[config.mk]
export PLATFORM = sky130hd
export DESIGN_NAME = nes_pad_reader
export DESIGN_NICKNAME = d
export VERILOG_FILES = /design/src/rtl/nes_pad_pkg.sv /design/src/rtl/nes_pad_reader_sync_2ff.sv /design/src/rtl/nes_pad_reader.sv
export SDC_FILE = /design/constraint.sdc
export NUM_CORES = 1
export LEC_CHECK = 0
export BUFFER_PORTS_ARGS = -buffer_cell sky130_fd_sc_hd__buf_2
export CAP_MARGIN = 20
export CORE_MARGIN = 2
export CORE_UTILIZATION = 41
export CTS_CLUSTER_DIAMETER = 150
export DETAILED_ROUTE_END_ITERATION = 8
export SYNTH_ARGS = -nofsm -noshare
export SYNTH_HDL_FRONTEND = slang
export SYNTH_SLANG_ARGS = --single-unit
export TNS_END_PERCENT = 20
[constraint.sdc]
create_clock -name CLOCK_50 -period 2.4 [get_ports CLOCK_50]
set_input_delay 0.36 -clock CLOCK_50 [delete_from_list [all_inputs] [get_ports CLOCK_50]]
set_output_delay 0.36 -clock CLOCK_50 [all_outputs]
set_load 0.05 [all_outputs]
[src/rtl/nes_pad_pkg.sv]
// Shared definitions for the NES/Famicom gamepad reader.
//   state_t          : reader FSM states
//   DEF_*            : default timing for a 50 MHz system clock
//   BTN_*            : bit positions of each button in the active-low
//                      button byte (Gigatron serial input ordering)
package nes_pad_pkg;

    typedef enum logic [2:0] {
        ST_IDLE,
        ST_LATCH,
        ST_LOW,
        ST_HIGH,
        ST_DONE
    } state_t;

    // 6 us half-bit phase and ~60 Hz poll rate at 50 MHz.
    localparam int DEF_CLK_DIV     = 300;
    localparam int DEF_POLL_PERIOD = 833333;
    localparam int DEF_NBITS       = 8;

    localparam int BTN_A      = 7;
    localparam int BTN_B      = 6;
    localparam int BTN_SELECT = 5;
    localparam int BTN_START  = 4;
    localparam int BTN_UP     = 3;
    localparam int BTN_DOWN   = 2;
    localparam int BTN_LEFT   = 1;
    localparam int BTN_RIGHT  = 0;

endpackage

[src/rtl/nes_pad_reader_sync_2ff.sv]
// Two-flop synchroniser for a single asynchronous input.
//   clk_i   : destination clock
//   rst_n_i : asynchronous active-low reset; output resets to 1 (line idle)
//   d_i     : asynchronous input
//   q_o     : synchronised output, two cycles of latency
module sync_2ff (
    input  logic clk_i,
    input  logic rst_n_i,
    input  logic d_i,
    output logic q_o
);

    logic meta_q;
    logic sync_q;

    always_ff @(posedge clk_i or negedge rst_n_i) begin
        if (!rst_n_i) begin
            meta_q <= 1'b1;
            sync_q <= 1'b1;
        end else begin
            meta_q <= d_i;
            sync_q <= meta_q;
        end
    end

    assign q_o = sync_q;

endmodule

[src/rtl/nes_pad_reader.sv]
// Host-side reader for the NES/Famicom serial gamepad.
// Pulses LATCH, clocks PULSE, shifts in DATA MSB first and publishes an
// active-low button byte. Polls automatically every POLL_PERIOD cycles and
// also on a manual start request.
//   CLOCK_50  : system clock
//   reset_n   : asynchronous active-low reset
//   start     : one-cycle manual poll request
//   PAD_DATA  : serial data from pad, active-low, asynchronous
//   PAD_LATCH : latch to pad (registered)
//   PAD_PULSE : shift clock to pad (registered)
//   buttons   : last complete frame, first bit read in buttons[NBITS-1]
//   valid     : one-cycle strobe coincident with a buttons update
//   busy      : high while LATCH/LOW/HIGH are in progress
// CLK_DIV must be >= 4 so the synchroniser latency fits inside a LOW phase;
// POLL_PERIOD must exceed one frame (17*CLK_DIV for 8 bits).
//
// state    | meaning
// ---------+-------------------------------------------------------------
// ST_IDLE  | both pad lines low, waiting for a pending poll request
// ST_LATCH | PAD_LATCH high for two phases
// ST_LOW   | both lines low for one phase; data sampled on its last cycle
// ST_HIGH  | PAD_PULSE high for one phase; pad shifts to its next bit
// ST_DONE  | one cycle: valid strobe, new byte visible on buttons
module nes_pad_reader
    import nes_pad_pkg::*;
#(
    parameter int CLK_DIV     = DEF_CLK_DIV,
    parameter int POLL_PERIOD = DEF_POLL_PERIOD,
    parameter int NBITS       = DEF_NBITS
) (
    input  logic             CLOCK_50,
    input  logic             reset_n,
    input  logic             start,
    input  logic             PAD_DATA,
    output logic             PAD_LATCH,
    output logic             PAD_PULSE,
    output logic [NBITS-1:0] buttons,
    output logic             valid,
    output logic             busy
);

    localparam int PHW = (CLK_DIV > 1) ? $clog2(CLK_DIV) : 1;
    localparam int PLW = (POLL_PERIOD > 1) ? $clog2(POLL_PERIOD) : 1;
    localparam int BIW = (NBITS > 1) ? $clog2(NBITS) : 1;

    localparam logic [PHW-1:0] PH_LAST   = PHW'(CLK_DIV - 1);
    localparam logic [PLW-1:0] POLL_LAST = PLW'(POLL_PERIOD - 1);
    localparam logic [BIW-1:0] BIT_LAST  = BIW'(NBITS - 1);

    state_t           state_q, state_d;
    logic [PHW-1:0]   phase_q, phase_d, phase_nxt;
    logic             lap_q, lap_d;
    logic [BIW-1:0]   bit_q, bit_d;
    logic [PLW-1:0]   poll_q;
    logic             pend_q, pend_d;
    logic [NBITS-1:0] shift_q, shift_d;
    logic [NBITS-1:0] buttons_q, buttons_d;
    logic             valid_q, valid_d;
    logic             busy_q, busy_d;
    logic             latch_q, latch_d;
    logic             pulse_q, pulse_d;
    logic             phase_last;
    logic             poll_wrap;
    logic             accept;
    logic             data_s;

    sync_2ff u_sync (
        .clk_i   (CLOCK_50),
        .rst_n_i (reset_n),
        .d_i     (PAD_DATA),
        .q_o     (data_s)
    );

    assign poll_wrap  = (poll_q == POLL_LAST);
    assign phase_last = (phase_q == PH_LAST);
    assign phase_nxt  = phase_last ? '0 : phase_q + PHW'(1);

    always_ff @(posedge CLOCK_50 or negedge reset_n) begin
        if (!reset_n) begin
            poll_q <= '0;
        end else begin
            poll_q <= poll_wrap ? '0 : poll_q + PLW'(1);
        end
    end

    always_ff @(posedge CLOCK_50 or negedge reset_n) begin
        if (!reset_n) begin
            state_q   <= ST_IDLE;
            phase_q   <= '0;
            lap_q     <= 1'b0;
            bit_q     <= '0;
            pend_q    <= 1'b0;
            shift_q   <= '1;
            buttons_q <= '1;
            valid_q   <= 1'b0;
            busy_q    <= 1'b0;
            latch_q   <= 1'b0;
            pulse_q   <= 1'b0;
        end else begin
            state_q   <= state_d;
            phase_q   <= phase_d;
            lap_q     <= lap_d;
            bit_q     <= bit_d;
            pend_q    <= pend_d;
            shift_q   <= shift_d;
            buttons_q <= buttons_d;
            valid_q   <= valid_d;
            busy_q    <= busy_d;
            latch_q   <= latch_d;
            pulse_q   <= pulse_d;
        end
    end

    always_comb begin
        state_d   = state_q;
        phase_d   = phase_q;
        lap_d     = lap_q;
        bit_d     = bit_q;
        shift_d   = shift_q;
        buttons_d = buttons_q;
        valid_d   = 1'b0;
        accept    = 1'b0;

        case (state_q)
            ST_IDLE: begin
                phase_d = '0;
                lap_d   = 1'b0;
                if (pend_q) begin
                    accept  = 1'b1;
                    state_d = ST_LATCH;
                end
            end
            ST_LATCH: begin
                // Two phases: lap_q marks the second one.
                phase_d = phase_nxt;
                if (phase_last) begin
                    lap_d = 1'b1;
                    if (lap_q) begin
                        lap_d   = 1'b0;
                        bit_d   = '0;
                        state_d = ST_LOW;
                    end
                end
            end
            ST_LOW: begin
                phase_d = phase_nxt;
                if (phase_last) begin
                    shift_d = {shift_q[NBITS-2:0], data_s};
                    if (bit_q == BIT_LAST) begin
                        // Publish on the same edge as the last sample so that
                        // buttons is already updated while valid is high.
                        buttons_d = {shift_q[NBITS-2:0], data_s};
                        valid_d   = 1'b1;
                        state_d   = ST_DONE;
                    end else begin
                        state_d = ST_HIGH;
                    end
                end
            end
            ST_HIGH: begin
                phase_d = phase_nxt;
                if (phase_last) begin
                    bit_d   = bit_q + BIW'(1);
                    state_d = ST_LOW;
                end
            end
            ST_DONE: begin
                phase_d = '0;
                state_d = ST_IDLE;
            end
            default: begin
                state_d = ST_IDLE;
            end
        endcase

        // A new request on the acceptance cycle wins, so it is not lost.
        pend_d  = (pend_q & ~accept) | start | poll_wrap;

        // Outputs are registered from the next state to keep pad lines glitch-free.
        busy_d  = (state_d == ST_LATCH) || (state_d == ST_LOW) || (state_d == ST_HIGH);
        latch_d = (state_d == ST_LATCH);
        pulse_d = (state_d == ST_HIGH);
    end

    assign PAD_LATCH = latch_q;
    assign PAD_PULSE = pulse_q;
    assign buttons   = buttons_q;
    assign valid     = valid_q;
    assign busy      = busy_q;

endmodule

### Yosys cells after proc, flatten, opt, wreduce, memory -nomap -nowiden

Cells that the tools add are included.

* register bits: 58
* output and inout port bits: 12
* word-level logic and storage cells: 68

* add/subtract/negate cells: 3
* eq/ne operators: 13
* muxes and demuxes: 22
* bitwise gates (word level): 4
* reduce and logical (&&, ||, !) cells: 12

Operators by type and width (number)
* 2-to-1 mux 3 bit: 9
* adder 20 x 1 -> 20 bit, second input constant: 1
* == test 20 bit, second input constant: 1
* 2-to-1 mux 20 bit: 1
* one-hot mux 9 bit (2 select lines): 1
* == test 3 x 2 -> 1 bit, second input constant: 4
* one-hot mux 3 bit (4 select lines): 1
* adder 9 x 1 -> 9 bit, second input constant: 1
* == test 9 bit, second input constant: 1
* 2-to-1 mux 9 bit: 1
* 2-to-1 mux 1 bit: 7
* == test 3 x 1 -> 1 bit, second input constant: 2
* == test 3 bit, second input constant: 2
* != test 2 bit, second input constant: 3
* one-hot mux 3 bit (2 select lines): 1
* nonzero test 2 bit: 3
* AND reduction 2 bit: 2
* AND reduction 4 bit: 1
* adder 3 x 1 -> 3 bit, second input constant: 1
* zero test 3 bit: 1
* AND reduction 3 bit: 1
* OR reduction 3 bit: 1
* logical OR 1 bit: 2
* bitwise OR 1 bit: 2
* other kinds (4): 4

### Longest topological paths before layout

Gate-level depths: netlist (run 1).

* word-level depth: 7
* mapped depth: 6
* depth with buffers taken out: 6

### Modules after synthesis

From an unflattened synthesis (run 1), not the netlist that was laid out.

* cell total of the unflattened synthesis: 240
* area total of the unflattened synthesis: 2782.7 um2

By module, submodules not included
* nes_pad_reader: times used 1, cells an instance 238, area each 2730.1 um2, seq. area each 1420.1 um2
* sync_2ff: times used 1, cells an instance 2, area each 52.6 um2, seq. area each 52.6 um2

### Worst setup path after synthesis (run 1)

OpenSTA, ideal clock, no wires.

* kind: reg2reg
* from: register phase_q[6]
* to: register busy_q (netlist: busy)
* arrival: 1.892 ns
* slack: 0.384 ns
* stages on the path, launching flop included: 7
* buffers on the path: 2
* clock period less this slack: 2.016 ns
* path through: dfrtp_1 > or3_1 > buf_6 > or3_1 > buf_2 > a221o_1 > or2_1

* cells in the longest elaborated chain, start to end: 6

RTL lines
* from (decl): line nes_pad_reader.sv:51 `logic [PHW-1:0] phase_q, phase_d, phase_nxt;`
* from (signal assigned): line nes_pad_reader.sv:101 `phase_q <= phase_d;`
* == test 9 bit (*): line nes_pad_reader.sv:75 `assign phase_last = (phase_q == PH_LAST);`
* 2-to-1 mux 3 bit (on tied branches): line nes_pad_reader.sv:162, nes_pad_reader.sv:136, nes_pad_reader.sv:147
* one-hot mux 3 bit (4 select lines) (*): line nes_pad_reader.sv:124 `case (state_q)`
* net state_d[0]: line nes_pad_reader.sv:50 `state_t state_q, state_d;`
* == test 3 x 1 -> 1 bit / == test 3 x 2 -> 1 bit (equally long branches): line nes_pad_reader.sv:180 `busy_d = (state_d == ST_LATCH) || (state_d == ST_LOW) || (state_d == ST_HIGH);`
* logical OR 1 bit: line nes_pad_reader.sv:180
* logical OR 1 bit (*): line nes_pad_reader.sv:180
* net busy_d: line nes_pad_reader.sv:59 `logic busy_q, busy_d;`
* to (signal assigned): line nes_pad_reader.sv:108 `busy_q <= busy_d;`
* to (decl): line nes_pad_reader.sv:59

The timed path passes the listed nets; every way through them passes the cells marked *.
A chain may end at the register's enable or synchronous reset.

### Final worst setup path (run 1)

Same ends and word-level chain as after synthesis.

==> results of run 1 <==
==> final timing paths <==
path,from,end,slack (ns),cells past startpoint
max,phase_q[6]$_DFFE_PN0P_,busy$_DFF_PN0_,0.29,4
min,reset_n,phase_q[0]$_DFFE_PN0P_,0.04,1
max reg2reg,phase_q[6]$_DFFE_PN0P_,busy$_DFF_PN0_,0.29,4
min reg2reg,u_sync.meta_q$_DFF_PN1_,u_sync.q_o$_DFF_PN1_,0.36,0
max in group asynchronous,reset_n,buttons[0]$_DFFE_PN1P_,1.70,2
min in group CLOCK_50,PAD_DATA,u_sync.meta_q$_DFF_PN1_,0.12,1
==> registers in the layout, summed over array words and instances (netlist names), 3 cells and up <==
| name | count |
|---|---|
| state_q | 3 |
| poll_q | 20 |
| bit_q | 3 |
| shift_q | 7 |
| phase_q | 9 |
| buttons | 8 |
==> stage by stage <==
stage | total power [mW] | utilization | worst slack (ns) | std cells
finish | 2.19 | 0.487 | 0.290 | 345
global route | 2.31 | 0.487 | 0.178 | 345
CTS | 2.22 | 0.487 | 0.288 | 345
detailed placement | 1.30 | 0.454 | 0.301 | 329
global placement | 1.30 | 0.454 | 0.339 | 329
floorplan | 1.26 | - | 0.384 | 238
==> cells in the final DEF (no fill, tap or decap), types with 2 or more instances in the layout <==
| master | netlist | final |
|---|---|---|
| dfrtp_1 | 41 | 41 |
| nor2_1 | 21 | 21 |
| dfstp_2 | 17 | 17 |
| mux2_2 | 16 | 16 |
| buf_2 | 2 | 15 |
| xnor2_1 | 14 | 14 |
| nand2_1 | 10 | 10 |
| nor3_1 | 10 | 10 |
| inv_1 | 9 | 9 |
| o21ai_0 | 9 | 9 |
| clkbuf_8 | 0 | 9 |
| nand3_1 | 8 | 8 |
| or3_1 | 7 | 7 |
| nand2b_1 | 6 | 6 |
| a21oi_1 | 6 | 6 |
| nor4_1 | 6 | 5 |
| nand4_1 | 5 | 5 |
| xor2_1 | 5 | 5 |
| ha_1 | 5 | 5 |
| buf_4 | 0 | 5 |
| nor2b_1 | 4 | 4 |
| nand3b_1 | 3 | 3 |
| or4_1 | 3 | 3 |
| and3_1 | 3 | 3 |
| mux2i_1 | 2 | 2 |
| or4b_2 | 2 | 2 |
| nand4b_1 | 2 | 2 |
| a22o_1 | 2 | 2 |
| clkinv_2 | 0 | 2 |
| clkinvlp_4 | 0 | 2 |
| clkbuf_16 | 0 | 2 |
==> layer usage <==
metal	wire, um	vias up	track usage
met3	180	11	0.0399
met2	2190	27	0.216
met4	95	0	0.0866
li1	-	907	-
met5	0	-	0
met1	2360	887	0.210
==> power by group <==
| part | switching (mW) | leakage, nW | total (mW) | internal (mW) |
|---|---|---|---|---|
| clock network | 0.405 | 0.102 | 0.902 | 0.498 |
| registers | 0.0680 | 0.701 | 1.10 | 1.03 |
| logic | 0.107 | 0.543 | 0.185 | 0.0780 |
| total | 0.580 | 1.35 | 2.19 | 1.61 |
==> critical path, stage by stage (launching register included) <==
cell     delay [ns]
dfrtp_1        0.43
or3_1          0.52
or3_1          0.48
a221o_1        0.36
or2_1          0.21
==> cell type report <==
class | count | area [sq um] | share of cell area
flip-flops and latches | 58 | 1470 | 0.476
multi-input cells | 164 | 1150 | 0.372
clock buffers | 11 | 174 | 0.0563
repair buffers | 21 | 133 | 0.0429
well taps | 77 | 96.3 | 0.0312
clock inverters | 5 | 33.8 | 0.0109
inverters | 9 | 33.8 | 0.0109
==> cell families (layout without fill, tap and decap cells) <==
kind of cell / count (synthesis) / in the layout / synth area share
XOR/XNOR: 19 / 19 / 0.0620
adder cells (fa/ha/maj): 5 / 5 / 0.0233
AND/OR/NAND/NOR: 97 / 97 / 0.206
AO/OA/AOI/OAI: 25 / 25 / 0.0592
buffers and inverters: 16 / 46 / 0.0261
multiplexers: 18 / 18 / 0.0746
flip-flops: 58 / 58 / 0.548
==> summary.txt, run 1 <==
Outcome
  • Status: completed

Timing
  • Actual slew at the worst max-slew pin: 0.615 ns
  • Fin Hold WS: 0.0360 ns
  • Hold Fails Final Rpt: 0
  • Max Freq: 0.474 GHz
  • Fin Clk Skew: 0.00531 ns
  • Setup TNS: 0 ns
  • Tcrit/Tclk final: 0.879
  • RSZ-0062 raised after global routing: false
  • Minimum clock period: 2.11 ns
  • Setup violations, final: 0
  • Worst slew margin: 0.590
  • Final-report max-slew violation count: 0

CTS
  • Worst skew pair latency: 0.33 ns
  • Clock Sinks: 58
  • CTS tree: built
  • Max Root-Sink Buffers: 2
  • Postcts setup bufs: 0
  • Hold-fix buffers at CTS: 0
  • Reg clk slew, reported paths: 0.07 ns
  • Root buf cell: clkbuf_8
  • CTS Buf Count: 9
  • Post_cts resized: 0
  • H-tree depth: 3

Critical path
  • Worst EP arrival: 2.33 ns
  • CP Capture Type: flip-flop
  • Setup CP Type: flip-flop to flip-flop
  • Crit path launch type: flip-flop
  • Critical-path maximum fanout: 7
  • Worst EP required: 2.62 ns

Global routing
  • Global-route wire length before repair: 8600 um
  • Vias in the first global route: 1809
  • Initial antenna violation count: 0
  • Global route overflow: 0
  • GRT Util Overall: 0.152
  • Largest net degree at the start of global routing: 34

Synth
  • Ys flop type: dfrtp_1
  • Cells after Synth: 238
  • Cell Area, Synth: 0.00269 sq mm
  • Flops & latches, synth: 58
  • EDFF count, synth: 0
  • Register area share after synthesis: 0.548
  • Commonest cells in the netlist: dfrtp_1, nor2_1, dfstp_2
  • Count leader, synth: dfrtp_1
  • Largest area contributor in the netlist: dfrtp_1
  • Share of flip-flops with an asynchronous set or reset: 1.00
  • Synth top area cells: dfrtp_1, dfstp_2, mux2_2
  • Yosys warning count: 0
  • Post-Syn Nets: 247
  • Synth top area share: 0.382
  • Post-synthesis area per instance: 11.3 sq um
  • Count of cell types in the netlist: 43

Drt
  • Drc violations: 0
  • Total number of vias: 1832
  • Total iterations of the first detailed-routing run: 4
  • Antenna Nets Post-Route: 0
  • Drt wl/cell: 14.0 um
  • Final WL: 4820 um
  • Iter 0 DRT Violations: 68
  • Vias per cell: 5.31

Die
  • Die ar.: 0.00721 sq mm
  • IO Pins: 16
  • Initial core utilization: 0.423
  • Die X: 84.9 um
  • Die height: 84.9 um
  • Core Area: 0.00635 sq mm
  • Row count: 29

Finish
  • Fillcell total: 574
  • Design area: 0.00309 sq mm
  • N_diodes: 0
  • NumNets Final: 272
  • Synth-to-layout area growth: 15.1%
  • Share of layout cells above drive strength 1: 0.287

Min path
  • Min-Delay Path Class: input port to async pin

Power
  • Leakage: 1.35 nW
  • P per Cell Area: 708 mW/mm^2
  • VDD IR max: 0.423 mV

Placement
  • Placed cell area: 0.00288 sq mm
  • Final HPWL DP: 3260 um
  • GP Congestion: 0.752
  • IO buf count: 15

Run
  • Max-cap violations: 0
Note: power is estimated with default switching activity, not from simulation.
==> inputs of run 2 (changes only) <==
clock period = 2.7 ns   (was 2.4 ns; I/O delays follow)
==> run 2 against run 1 <==
Net effect: clock skew is 0.0067 ns higher; via count grew 0.33%; count of clock-buffer cells in the layout grew 3; global-route usage fell by 0.29 points; setup slack gained 0.23 ns; die area unchanged; sequential share of layout area up 0.12 points; register-to-register slack improved by 0.23 ns; hold slack gained 0.13 ns; first-iteration DRC count up 46%; clock power shrank 2.5%; critical path type unchanged; largest power group unchanged.
==> summary.txt, run 2 (synthesis results as in run 1) <==
Outcome
  • Status: completed (unchanged)

Timing
  • Setup violations, final: 0 (unchanged)
  • RSZ-0062 raised after global routing: false (unchanged)
  • Minimum clock period: 2.18 ns (was 2.11 ns)
  • Hold Fails Final Rpt: 0 (unchanged)
  • Tcrit/Tclk final: 0.809 (was 0.879)
  • Actual slew at the worst max-slew pin: 0.707 ns (was 0.615 ns)
  • Fin Hold WS: 0.171 ns (was 0.0360 ns)
  • Worst slew margin: 0.529 (was 0.590)
  • Fin Clk Skew: 0.0120 ns (was 0.00531 ns)
  • Max Freq: 0.458 GHz (was 0.474 GHz)
  • Final-report max-slew violation count: 0 (unchanged)
  • Setup TNS: 0 ns (unchanged)

Min path
  • Hold Path Depth: 1
  • Min-Delay Path Class: input port to flip-flop (was input port to async pin)

CTS
  • CTS tree: built (unchanged)
  • Reg clk slew, reported paths: 0.07 ns (about the same)
  • Hold-fix buffers at CTS: 0 (unchanged)
  • Max Root-Sink Buffers: 2 (unchanged)
  • Worst skew pair latency: 0.33 ns (about the same)
  • H-tree depth: 3 (unchanged)
  • Postcts setup bufs: 0 (unchanged)
  • Post_cts resized: 0 (unchanged)
  • CTS Buf Count: 9 (unchanged)
  • Root buf cell: clkbuf_8 (unchanged)
  • Clock Sinks: 58 (unchanged)

Global routing
  • Global route overflow: 0 (unchanged)
  • Vias in the first global route: 1821 (was 1809)
  • Initial antenna violation count: 0 (unchanged)
  • GRT Util Overall: 0.149 (was 0.152)
  • Global-route wire length before repair: 8480 um (was 8600 um)
  • Largest net degree at the start of global routing: 59 (was 34)

Drt
  • Total iterations of the first detailed-routing run: 5 (was 4)
  • Antenna Nets Post-Route: 0 (unchanged)
  • Iter 0 DRT Violations: 99 (was 68)
  • Drt wl/cell: 14.1 um (was 14.0 um)
  • Total number of vias: 1838 (was 1832)
  • Drc violations: 0 (unchanged)
  • Vias per cell: 5.36 (was 5.31)
  • Final WL: 4830 um (was 4820 um)

Finish
  • Commonest non-fill, non-tap cell in the layout: dfrtp_1 (unchanged)
  • Final core utilization: 0.486 (was 0.487)
  • Largest reg by FF count: poll_q (unchanged)
  • Fillcell total: 561 (was 574)
  • N_diodes: 0 (unchanged)
  • Share of layout cells above drive strength 1: 0.278 (was 0.287)
  • Most frequent cells in the layout: dfrtp_1, nor2_1, dfstp_2 (unchanged)
  • Non-Filler Instances: 343 (was 345)
  • NumNets Final: 270 (was 272)
  • Largest register FFs: 20 (unchanged)
  • Synth-to-layout area growth: 14.9% (was 15.1%)

Die
  • Row count: 29 (unchanged)
  • Die ar.: 0.00721 sq mm (unchanged)
  • Core Area: 0.00635 sq mm (unchanged)
  • Die X: 84.9 um (unchanged)
  • Die height: 84.9 um (unchanged)
  • IO Pins: 16 (unchanged)
  • Initial core utilization: 0.423 (unchanged)

Power
  • Gate power share: 0.081 (was 0.085)
  • Leakage: 1.35 nW (about the same)
  • NetSw: 0.512 mW (was 0.580 mW)
  • Tot Pwr: 2.02 mW (was 2.19 mW)
  • P_int: 1.51 mW (was 1.61 mW)
  • P per Cell Area: 656 mW/mm^2 (was 708 mW/mm^2)
  • VDD IR max: 0.353 mV (was 0.423 mV)
  • Sw Share: 0.253 (was 0.265)
  • Clock network power share: 0.435 (was 0.412)
  • Sequential share of power: 0.485 (was 0.503)

Run
  • Max-cap violations: 0 (unchanged)

Placement
  • GP Congestion: 0.761 (was 0.752)
  • IO buf count: 15 (unchanged)
  • Final HPWL DP: 3120 um (was 3260 um)
  • Placed cells: 327 (was 329)

Critical path
  • Worst EP required: 2.95 ns (was 2.62 ns)
  • Cells on worst reg2reg path: 4 (unchanged)
  • Critical-path maximum fanout: 10 (was 7)
  • Setup CP Type: flip-flop to flip-flop (unchanged)
  • Crit path launch type: flip-flop (unchanged)
  • Worst EP arrival: 2.44 ns (was 2.33 ns)
  • CP Capture Type: flip-flop (unchanged)
==> run 2: routing by layer <==
layer,wire length (um),vias to the layer above,part of all wire,global-route usage
li1,-,895,-,-
met1,2390,907,0.49,0.203
met2,2220,32,0.46,0.215
met3,184,4,0.038,0.0525
met4,38,0,0.0079,0.0649
met5,0,-,0,0
==> run 2: power groups by stage <==
| stage | sequential [mW] | clock [mW] | combinational [mW] |
|---|---|---|---|
| 2_1_floorplan | 0.972 | 0 | 0.146 |
| 3_3_place_gp | 0.990 | 0 | 0.163 |
| 3_5_place_dp | 0.989 | 0 | 0.167 |
| 4_1_cts | 0.980 | 0.903 | 0.165 |
| 5_1_grt | 0.986 | 0.942 | 0.188 |
| 6_report | 0.981 | 0.879 | 0.163 |
==> run 2: final timing paths <==
path / startpoint / to / slack [ns]
hold / removal: PAD_DATA / u_sync.meta_q$_DFF_PN1_ / 0.17
min in group asynchronous: reset_n / phase_q[4]$_DFFE_PN0P_ / 0.21
setup / recovery: phase_q[6]$_DFFE_PN0P_ / buttons[7]$_DFFE_PN1P_ / 0.52
setup reg to reg: phase_q[6]$_DFFE_PN0P_ / buttons[7]$_DFFE_PN1P_ / 0.52
hold reg to reg: u_sync.meta_q$_DFF_PN1_ / u_sync.q_o$_DFF_PN1_ / 0.36
max in group asynchronous: reset_n / poll_q[0]$_DFF_PN0_ / 2.02
==> run 2: worst max-delay path: stages, from the launching register on <==
cell and delay (ns):
dfrtp_1 0.43, or3_1 0.52, nor4_4 0.64, nand2_4 0.19
mux2_2 0.32
==> run 2: metrics by stage <==
step	cell area, sq um	worst slack, ns
after global placement	2860	0.564
after global routing	3080	0.314
final	3080	0.515
after detailed placement	2860	0.531
after floorplan	2690	0.684
after CTS	3080	0.512
==> run 2: cell type report <==
class	instances	area, sq um	share of cell area
Sequential cell	58	1470	0.477
Clock buffer	14	216	0.0702
Clock inverter	2	11.3	0.00365
Multi-Input combinational cell	164	1150	0.372
Tap cell	77	96.3	0.0312
Timing Repair Buffer	19	105	0.0341
Inverter	9	33.8	0.0110
==> inputs of run 3 (changes only) <==
ABC_AREA = 1   (was unset)
clock period = 2.25 ns   (was 2.7 ns; I/O delays follow)
==> run 3 against run 2 <==
Net effect: total power increased by 2.6%; largest cell class unchanged; cell count increased by 44%; combinational power decreased by 84%.
==> summary.txt, run 3 <==
Timing
  • RSZ-0062 raised after global routing: false (unchanged)
  • Fin Clk Skew: 0.00811 ns (was 0.0120 ns)
  • Max Freq: 0.627 GHz (was 0.458 GHz)
  • Setup ws final: 0.656 ns (was 0.515 ns)
  • Setup violations, final: 0 (unchanged)
  • Hold Fails Final Rpt: 0 (unchanged)
  • Final-report max-slew violation count: 0 (unchanged)
  • Worst slew margin: 0.670 (was 0.529)
  • Minimum clock period: 1.59 ns (was 2.18 ns)
  • Setup TNS: 0 ns (unchanged)
  • Actual slew at the worst max-slew pin: 0.495 ns (was 0.707 ns)
  • Tcrit/Tclk final: 0.709 (was 0.809)

Drt
  • Antenna Nets Post-Route: 0 (unchanged)
  • Drc violations: 0 (unchanged)
  • Total iterations of the first detailed-routing run: 4 (was 5)
  • Iter 0 DRT Violations: 73 (was 99)
  • Total number of vias: 2323 (was 1838)
  • Final WL: 5720 um (was 4830 um)
  • Drt wl/cell: 11.6 um (was 14.1 um)
  • Vias per cell: 4.71 (was 5.36)

Global routing
  • Initial antenna violation count: 0 (unchanged)
  • Global route overflow: 0 (unchanged)
  • Global-route wire length before repair: 10300 um (was 8480 um)
  • Vias in the first global route: 2285 (was 1821)
  • GRT Util Overall: 0.170 (was 0.149)
  • Largest net degree at the start of global routing: 23 (was 59)

Finish
  • Commonest non-fill, non-tap cell in the layout: nand2_1 (was dfrtp_1)
  • Largest register FFs: 20 (unchanged)
  • N_diodes: 0 (unchanged)
  • Largest reg by FF count: poll_q (unchanged)
  • Synth-to-layout area growth: 13.2% (was 14.9%)
  • Fillcell total: 681 (was 561)
  • Most frequent cells in the layout: nand2_1, inv_1, nor2_1 (was dfrtp_1, nor2_1, dfstp_2)
  • NumNets Final: 401 (was 270)
  • Design area: 0.00334 sq mm (was 0.00308 sq mm)
  • Final core utilization: 0.486 (about the same)
  • Share of layout cells above drive strength 1: 0.166 (was 0.278)

CTS
  • CTS tree: built (unchanged)
  • H-tree depth: 3 (unchanged)
  • Worst skew pair latency: 0.33 ns (about the same)
  • Clock Sinks: 58 (unchanged)
  • Postcts setup bufs: 0 (unchanged)
  • Root buf cell: clkbuf_8 (unchanged)
  • Max Root-Sink Buffers: 2 (unchanged)
  • CTS Buf Count: 9 (unchanged)
  • Hold-fix buffers at CTS: 1 (was 0)
  • Post_cts resized: 0 (unchanged)
  • Reg clk slew, reported paths: 0.06 ns (was 0.07 ns)

Power
  • VDD IR max: 0.752 mV (was 0.353 mV)
  • P per Cell Area: 621 mW/mm^2 (was 656 mW/mm^2)
  • Leakage: 1.63 nW (was 1.35 nW)
  • Tot Pwr: 2.07 mW (was 2.02 mW)

Die
  • Core Area: 0.00687 sq mm (was 0.00635 sq mm)
  • IO Pins: 16 (unchanged)
  • Initial core utilization: 0.429 (was 0.423)
  • Row count: 30 (was 29)
  • Die height: 88.8 um (was 84.9 um)
  • Die ar.: 0.00789 sq mm (was 0.00721 sq mm)
  • Die X: 88.8 um (was 84.9 um)

Synth
  • Ys flop type: dfrtp_1 (unchanged)
  • Cells after Synth: 367 (was 238)
  • Flops & latches, synth: 58 (unchanged)
  • Synth top area share: 0.348 (was 0.382)
  • Xor/xnor share of the synthesized area: 0.0297 (was 0.0620)
  • Commonest cells in the netlist: nand2_1, inv_1, nor2_1 (was dfrtp_1, nor2_1, dfstp_2)
  • Simple-gate share of the synthesized area: 0.297 (was 0.206)
  • Post-Syn Nets: 376 (was 247)
  • Post-synthesis mux area share: 0 (was 0.0746)
  • Largest family of logic cells by synthesized area: simple AND/OR/NAND/NOR gates (unchanged)
  • Compound-gate portion of the synthesized area: 0.0742 (was 0.0592)
  • Adder-cell share of the synthesized area: 0.0212 (was 0.0233)
  • Register area share after synthesis: 0.499 (was 0.548)
  • Count of cell types in the netlist: 26 (was 43)
  • Count leader, synth: nand2_1 (was dfrtp_1)
  • Cell Area, Synth: 0.00295 sq mm (was 0.00269 sq mm)
  • Post-synthesis area per instance: 8.04 sq um (was 11.3 sq um)
  • EDFF count, synth: 0 (unchanged)
  • Synth top area cells: dfrtp_1, dfstp_2, nand2_1 (was dfrtp_1, dfstp_2, mux2_2)
  • Share of flip-flops with an asynchronous set or reset: 1.00 (unchanged)
  • Largest area contributor in the netlist: dfrtp_1 (unchanged)
  • Yosys warning count: 0 (unchanged)

Run
  • Max-cap violations: 0 (unchanged)

Critical path
  • Setup CP Type: flip-flop to flip-flop (unchanged)
  • CP Capture Type: flip-flop (unchanged)
  • Worst EP required: 2.52 ns (was 2.95 ns)
  • Cells along the critical path: ha_1, nand2_1, nor3_2, nand2_2, nor2_2, nand2_2, inv_1, nand2_1, nand2_1 (was or3_1, nor4_4, nand2_4, mux2_2)
  • Slowest CP cell: dfrtp_1 (was nor4_4)
  • Worst EP arrival: 1.87 ns (was 2.44 ns)
  • Crit path top cell by count: nand2_1
  • Slowest Stage Delay on Critical Path: 0.38 ns (was 0.64 ns)
  • Crit path launch type: flip-flop (unchanged)
  • Critical-path maximum fanout: 17 (was 10)

Placement
  • Final HPWL DP: 4210 um (was 3120 um)
  • Placed cell area: 0.00312 sq mm (was 0.00286 sq mm)
  • IO buf count: 15 (unchanged)
  • Pre-CTS WS: 0.638 ns (was 0.531 ns)
  • GP Congestion: 0.898 (was 0.761)

Min path
  • Min-Delay Path Class: input port to flip-flop (unchanged)

Outcome
  • Status: completed (unchanged)
run 3: per-stage QoR:
step,instances,hold slack (ns)
after floorplan,367,0.0419
after global placement,476,0.338
after detailed placement,476,0.347
after CTS,493,0.0825
after global routing,493,0.0799
final,493,0.104
run 3: layer usage:
| metal | vias up | global-route usage | wire (um) |
|---|---|---|---|
| li1 | 1209 | - | - |
| met1 | 1072 | 0.229 | 2840 |
| met2 | 31 | 0.250 | 2580 |
| met3 | 11 | 0.0616 | 201 |
| met4 | 0 | 0.0620 | 93 |
| met5 | - | 0 | 0 |
run 3: final timing paths:
path	start	to	slack [ns]	depth (start not counted)
worst max-delay path	phase_q[0]$_DFFE_PN0P_	buttons[7]$_DFFE_PN1P_	0.66	9
min in group asynchronous	reset_n	poll_q[8]$_DFF_PN0_	0.51	2
worst max register to register	phase_q[0]$_DFFE_PN0P_	buttons[7]$_DFFE_PN1P_	0.66	9
max in group asynchronous	reset_n	shift_q[4]$_DFFE_PN1P_	1.03	3
worst min-delay path	PAD_DATA	u_sync.meta_q$_DFF_PN1_	0.10	1
worst min register to register	u_sync.meta_q$_DFF_PN1_	u_sync.q_o$_DFF_PN1_	0.36	0
run 3: cell families (layout without fill, tap and decap cells):
family,Yosys count,after routing
buf+inv,56,86
xor+xnor,10,10
flops,58,58
compound gates,37,37
simple gates,201,201
fa+ha+maj,5,5
run 3: worst max-delay path: cells and delay by family (launching register included):
kind	cells	cell delay, ns
fa+ha+maj	1	0.22
simple gates	7	0.79
flops	1	0.38
buf+inv	1	0.14
run 3: cell type report:
type                    instances  area [sq um]  area share
repair buffers                 18           100      0.0300
well taps                      96           120      0.0360
flip-flops and latches         58          1470       0.441
clock inverters                 2          35.0      0.0105
multi-input cells             253          1240       0.372
clock buffers                  14           173      0.0517
inverters                      52           195      0.0584
run 3: where the power goes:
group	internal (mW)	leakage [nW]	switching (mW)	total, mW
Clock	0.602	0.107	0.398	1.00
Combinational	0.00534	0.818	0.0212	0.0265
Sequential	1.05	0.703	0.000443	1.05
Total	1.65	1.63	0.420	2.07
